[config.mk]
export PLATFORM = sky130hd
export DESIGN_NAME = btn_event_arbiter
export DESIGN_NICKNAME = d
export VERILOG_FILES = /design/src/rtl/btn_event_arbiter.sv
export SDC_FILE = /design/constraint.sdc
export NUM_CORES = 1
export LEC_CHECK = 0
export ABC_AREA = 1
export BUFFER_PORTS_ARGS = -buffer_cell sky130_fd_sc_hd__buf_2
export CORE_ASPECT_RATIO = 0.7
export CORE_UTILIZATION = 55
export DETAILED_ROUTE_END_ITERATION = 7
export PLACE_DENSITY = 0.72
export SLEW_MARGIN = 20
export SYNTH_ARGS = -nofsm -noshare
export SYNTH_HDL_FRONTEND = slang
export SYNTH_SLANG_ARGS = --single-unit
[constraint.sdc]
create_clock -name i_clk -period 3.5 [get_ports i_clk]
set_clock_uncertainty 0.1 [all_clocks]
set_input_delay 0.525 -clock i_clk [delete_from_list [all_inputs] [get_ports i_clk]]
set_output_delay 0.525 -clock i_clk [all_outputs]
set_load 0.01 [all_outputs]
[src/rtl/btn_event_arbiter.sv]
// Button event arbiter: edge detect, round-robin press arbitration,
// auto-repeat for the held key, and a small first-word fall-through event FIFO.
module btn_event_arbiter #(
  parameter int WIDTH         = 8,
  parameter int CODE_W        = $clog2(WIDTH),
  parameter int HOLD_CYCLES   = 25_000_000,
  parameter int REPEAT_CYCLES = 5_000_000,
  parameter int DEPTH         = 4
) (
  input  logic              i_clk,
  input  logic              i_rst,
  input  logic [WIDTH-1:0]  i_btn,
  output logic [CODE_W-1:0] o_code,
  output logic              o_repeat,
  output logic              o_valid,
  input  logic              i_ready,
  output logic              o_overflow
);

  localparam int MAX_CYC = (HOLD_CYCLES > REPEAT_CYCLES) ?
                           HOLD_CYCLES : REPEAT_CYCLES;
  localparam int CNT_W   = (MAX_CYC > 2) ? $clog2(MAX_CYC) : 1;
  localparam int PTR_W   = $clog2(DEPTH);
  localparam int FCNT_W  = PTR_W + 1;

  localparam logic [CNT_W-1:0] HOLD_LD = CNT_W'(HOLD_CYCLES - 1);
  localparam logic [CNT_W-1:0] REP_LD  = CNT_W'(REPEAT_CYCLES - 1);

  typedef enum logic [1:0] {
    IDLE,
    DELAY,
    REPEAT
  } state_t;

  logic [WIDTH-1:0]  prev;
  logic [WIDTH-1:0]  pending;
  logic [WIDTH-1:0]  rise;
  logic [WIDTH-1:0]  gnt_vec;
  logic [CODE_W-1:0] rr_ptr;
  logic [CODE_W-1:0] gnt_code;
  logic              gnt_any;

  state_t            state;
  state_t            state_n;
  logic [CNT_W-1:0]  cnt;
  logic [CNT_W-1:0]  cnt_n;
  logic              req;
  logic              req_n;
  logic [CODE_W-1:0] held;
  logic [CODE_W-1:0] held_n;
  logic              rep_push;

  logic [CODE_W:0]   mem [DEPTH];
  logic [PTR_W-1:0]  wr_ptr;
  logic [PTR_W-1:0]  rd_ptr;
  logic [FCNT_W-1:0] count;
  logic              full;
  logic              empty;
  logic              push;
  logic              pop;
  logic [CODE_W:0]   push_data;

  function automatic logic [CODE_W-1:0] wrap_idx(
    input logic [CODE_W-1:0] base,
    input int                k
  );
    int s;
    s = int'(base) + k;
    if (s >= WIDTH) s = s - WIDTH;
    return CODE_W'(s);
  endfunction

  assign rise  = i_btn & ~prev;
  assign full  = (count == FCNT_W'(DEPTH));
  assign empty = (count == '0);

  // Round-robin search for the next pending press after rr_ptr.
  always_comb begin
    gnt_any  = 1'b0;
    gnt_code = '0;
    if (!full) begin
      for (int k = 1; k <= WIDTH; k++) begin
        if (!gnt_any && pending[wrap_idx(rr_ptr, k)]) begin
          gnt_any  = 1'b1;
          gnt_code = wrap_idx(rr_ptr, k);
        end
      end
    end
  end

  assign gnt_vec = WIDTH'(gnt_any) << gnt_code;

  // Edge history, pending presses, arbiter pointer and sticky overflow.
  always_ff @(posedge i_clk or posedge i_rst) begin
    if (i_rst) begin
      prev       <= '0;
      pending    <= '0;
      rr_ptr     <= CODE_W'(WIDTH - 1);
      o_overflow <= 1'b0;
    end else begin
      prev    <= i_btn;
      pending <= (pending & ~gnt_vec) | rise;
      if (gnt_any) rr_ptr <= gnt_code;
      if (|(rise & pending & ~gnt_vec)) o_overflow <= 1'b1;
    end
  end

  // Repeat FSM state and datapath registers.
  always_ff @(posedge i_clk or posedge i_rst) begin
    if (i_rst) begin
      state <= IDLE;
      cnt   <= '0;
      req   <= 1'b0;
      held  <= '0;
    end else begin
      state <= state_n;
      cnt   <= cnt_n;
      req   <= req_n;
      held  <= held_n;
    end
  end

  // Repeat FSM next state: a fresh grant overrides everything else.
  always_comb begin
    state_n = state;
    cnt_n   = cnt;
    req_n   = req;
    held_n  = held;
    if (gnt_any) begin
      held_n  = gnt_code;
      state_n = DELAY;
      cnt_n   = HOLD_LD;
      req_n   = 1'b0;
    end else begin
      if (rep_push) req_n = 1'b0;
      case (state)
        IDLE: begin
        end
        DELAY: begin
          if (!i_btn[held]) begin
            state_n = IDLE;
            req_n   = 1'b0;
          end else if (cnt == '0) begin
            state_n = REPEAT;
            req_n   = 1'b1;
            cnt_n   = REP_LD;
          end else begin
            cnt_n = cnt - CNT_W'(1);
          end
        end
        REPEAT: begin
          if (!i_btn[held]) begin
            state_n = IDLE;
            req_n   = 1'b0;
          end else if (cnt == '0) begin
            req_n = 1'b1;
            cnt_n = REP_LD;
          end else begin
            cnt_n = cnt - CNT_W'(1);
          end
        end
        default: begin
          state_n = IDLE;
          req_n   = 1'b0;
        end
      endcase
    end
  end

  // Repeat FSM output: queue a repeat only when no press wants the slot.
  always_comb begin
    rep_push = req & ~gnt_any & ~full;
  end

  assign push      = gnt_any | rep_push;
  assign pop       = ~empty & i_ready;
  assign push_data = gnt_any ? {1'b0, gnt_code} : {1'b1, held};

  // Event storage; contents are only observed while count is non-zero.
  always_ff @(posedge i_clk) begin
    if (push) mem[wr_ptr] <= push_data;
  end

  // FIFO pointers and occupancy.
  always_ff @(posedge i_clk or posedge i_rst) begin
    if (i_rst) begin
      wr_ptr <= '0;
      rd_ptr <= '0;
      count  <= '0;
    end else begin
      if (push) wr_ptr <= wr_ptr + PTR_W'(1);
      if (pop)  rd_ptr <= rd_ptr + PTR_W'(1);
      case ({push, pop})
        2'b10:   count <= count + FCNT_W'(1);
        2'b01:   count <= count - FCNT_W'(1);
        default: count <= count;
      endcase
    end
  end

  assign o_valid  = ~empty;
  assign o_code   = empty ? '0 : mem[rd_ptr][CODE_W-1:0];
  assign o_repeat = empty ? 1'b0 : mem[rd_ptr][CODE_W];

endmodule

==> impl_metrics.toml <==
[logic_synthesis]
synthDistinctLibCells = 45
synth_flop_cell = "dfrtp_1"
synth_edf_count = 16
yosys.area_share.simple = 0.304
netlist_area_um2 = 4310
synth_compound_area_frac = 0.0967
ys_seq_elements = 74
synth_area_leaders = "dfrtp_1 (32%), edfxtp_1 (11%), nand2_1 (9.7%)"
yosys.area.top_type = "dfrtp_1"
synth_top_area_frac = 0.319
synth_top_family_by_area = "simple AND/OR/NAND/NOR gates"
netlist_instances = 537
synth-adder-area-share = 0.0395
synthMuxAreaShare = 0
synth_xor_area_frac = 0.0366
async_reset_ff_frac = 0.784
syn_area_per_cell_um2 = 8.02
seq_area_frac_synth = 0.449
yosysWarningCount = 0
synth_nets = 561

[final_layout]
seq_area_um2 = 1940
final_nets = 594
num-fill-cells = 645
design_area_um2 = 4820
area_growth_pct = 12.0
utilization = 0.647
diodes = 0
multi_input_area_um2 = 2110
drive_gt1_frac = 0.153

[placement]
placedInstanceArea_um2 = 4550
place_ws_ns = 0.0315
place.gp.congestion = 0.938
hpwl_um = 6910
port_buffers = 16

[clock_network]
cts-hold-fix-buffers = 0
cts_tree = "done"
cts-buffers-inserted = 9
clock_sinks = 74
clockBufferDepth = 2
clock_latency_ns = 0.35
clkTransAtPathRegs_ns = 0.08
root_buffer = "clkbuf_8"
h-tree-depth = 3

[timing]
slew_headroom = 0.523
timing.fmax_mhz = 297
worst_slew_pin_slew_ns = 0.715
setup_ws_ns = 0.132
setup_violations = 0
finalHoldViolCount = 0
finalMaxSlewViolations = 0
period_needed_ns = 3.37
period_share = 0.962

[routing]
routedWlPerCell_um = 13.9
drtIter0Drc = 219
avgViaCountPerCell = 5.43
wl_um = 9350
drt_pass1_iterations = 5
vias = 3657
route.detailed.drc = 0
antenna_left = 0

[setup_path]
crit_path_end = "count[2]$_DFFE_PP0P_"
reg2reg_to = "count[2]$_DFFE_PP0P_"
worstPathCellList = "inv_6 -> ha_4 -> inv_6 -> nand3_2 -> nand3_2 -> nand2_4 -> nor2_8 -> nand4_4 -> nor2_4 -> nand2_2 -> or2_4 -> o21ai_4 -> ha_4 -> inv_2 -> fa_2 -> a21oi_2 -> o21ai_1 -> xor2_1"
startpoint_type = "flop"
end_kind = "flop"
max_stage_delay_ns = 0.61
worstPathRequired_ns = 3.63
regToRegSetupSlack_ns = 0.13
arrival_ns = 3.49
crit_fanout = 11
timing.rr.start = "rr_ptr[0]$_DFFE_PP1P_"
critPathKind = "flop to flop"
cp_slowest_cell = "dfstp_2"
ff2ff_path_depth = 18
critPathLaunch = "rr_ptr[0]$_DFFE_PP1P_"

[run]
maxCapViolCount = 0

[run_status]
status = "complete, no violations"

[die]
dieArea_um2 = 8200
die_w_um = 108
row_count = 26
fp.dieH_um = 76.0
initial_core_util = 0.578
io_pins = 17
core_area_um2 = 7450

[global_routing]
antenna_found_initial = 0
grt_pass1_wl_um = 15800
grt_pass1_vias = 3288
grt_usage = 0.250
grt_max_degree = 34
overflow = 0

[min_path]
hp-class = "input pin to async pin"
cell usage in the layout, fill, tap and decap left out, types with 2 or more instances in the layout:
| cell type | instances |
|---|---|
| ha_4 | 2 |
| inv_2 | 6 |
| o211ai_1 | 2 |
| o21bai_1 | 2 |
| xnor2_1 | 8 |
| nor3_1 | 10 |
| nand2_1 | 110 |
| nand3_2 | 7 |
| nand2_4 | 2 |
| nand4_1 | 9 |
| nor3b_1 | 7 |
| inv_4 | 2 |
| inv_1 | 58 |
| clkbuf_8 | 9 |
| dfstp_2 | 3 |
| nor2_1 | 70 |
| edfxtp_1 | 16 |
| nand3_1 | 46 |
| dfrtp_1 | 55 |
| o21ai_1 | 3 |
| a21oi_2 | 2 |
| ha_1 | 10 |
| clkinvlp_4 | 2 |
| xor2_1 | 10 |
| o21ai_0 | 46 |
| a21oi_1 | 15 |
| nor4_1 | 4 |
| buf_4 | 14 |
| inv_6 | 4 |
| buf_2 | 16 |
| nand2_2 | 4 |
| a31oi_1 | 3 |
sequential cells by signal (all words and copies together) (netlist names):
name and cells:
rd_ptr 2, req 1, rr_ptr 3, count 3, held 3, prev 8, state 2, cnt 25
o_overflow 1, wr_ptr 2, pending 8, mem 16
cell families after synthesis:
logic type,Yosys count
flip-flops,74
AO/OA/AOI/OAI,76
adder cells (fa/ha/maj),13
buffers and inverters,76
AND/OR/NAND/NOR,280
XOR/XNOR,18
metrics by stage:
stage | TNS [ns] | cells | hold slack [ns]
3_5_place_dp | 0 | 653 | 0.341
5_1_grt | -0.0275 | 673 | 0.167
3_3_place_gp | 0 | 653 | 0.333
4_1_cts | 0 | 669 | 0.173
2_1_floorplan | 0 | 537 | 0.325
6_report | 0 | 673 | 0.181
repair_timing:
action | in CTS | in global routing
setup buffers | 0 | 4
resized for setup | 0 | 11
setup endpoints to repair | 0 | 1
area by class of cell:
type                       count  area share
clock inverter                 7      0.0158
multi-input combinational    387       0.437
clock buffer                   9      0.0257
inverter                      68      0.0560
timing repair buffer          30      0.0384
tap                           98      0.0254
sequential                    74       0.401
worst max-delay path, delay by kind of cell (launching register included):
family	cells	cell delay [ns]
simple gates	8	0.98
fa+ha+maj	3	0.79
flops	1	0.61
compound gates	3	0.38
buf+inv	3	0.22
xor+xnor	1	0.15
synth_stat cells (2+ instances only):
cell type / number
nand2_1: 111
clkbuf_1: 2
nor3b_1: 7
a21oi_1: 16
nor3_1: 10
dfstp_2: 3
nor4_1: 4
nand2_2: 3
edfxtp_1: 16
xor2_1: 10
nand3_1: 50
o21bai_1: 2
buf_6: 3
o211ai_1: 2
o21ai_1: 2
buf_2: 2
nand2_4: 2
xnor2_1: 8
ha_1: 12
nand3_2: 3
inv_1: 60
nor2_1: 70
o21ai_0: 47
a31oi_1: 3
nand4_1: 9
dfrtp_1: 55
inv_2: 7
metal layers:
metal,up-vias,part of all wire,track usage,wire (um)
li1,1831,-,-,-
met1,1708,0.51,0.392,4780
met2,105,0.42,0.346,3890
met3,13,0.061,0.0522,573
met4,0,0.011,0.0685,106
met5,-,0,0,0
worst min-delay path by stage:
stage	from	to	slack, ns	depth (start not counted)
finish	i_rst	cnt[22]$_DFFE_PP0P_	0.18	2
global route	i_btn[6]	prev[6]$_DFF_PP0_	0.17	1
CTS	i_btn[6]	prev[6]$_DFF_PP0_	0.17	1
detailed placement	prev[4]$_DFF_PP0_	pending[4]$_DFF_PP0_	0.34	1
global placement	prev[0]$_DFF_PP0_	pending[0]$_DFF_PP0_	0.33	1
floorplan	prev[5]$_DFF_PP0_	pending[5]$_DFF_PP0_	0.33	1
Power is not shown: default switching activity piles up to over one toggle a cycle in this logic, so the estimate is an artifact.
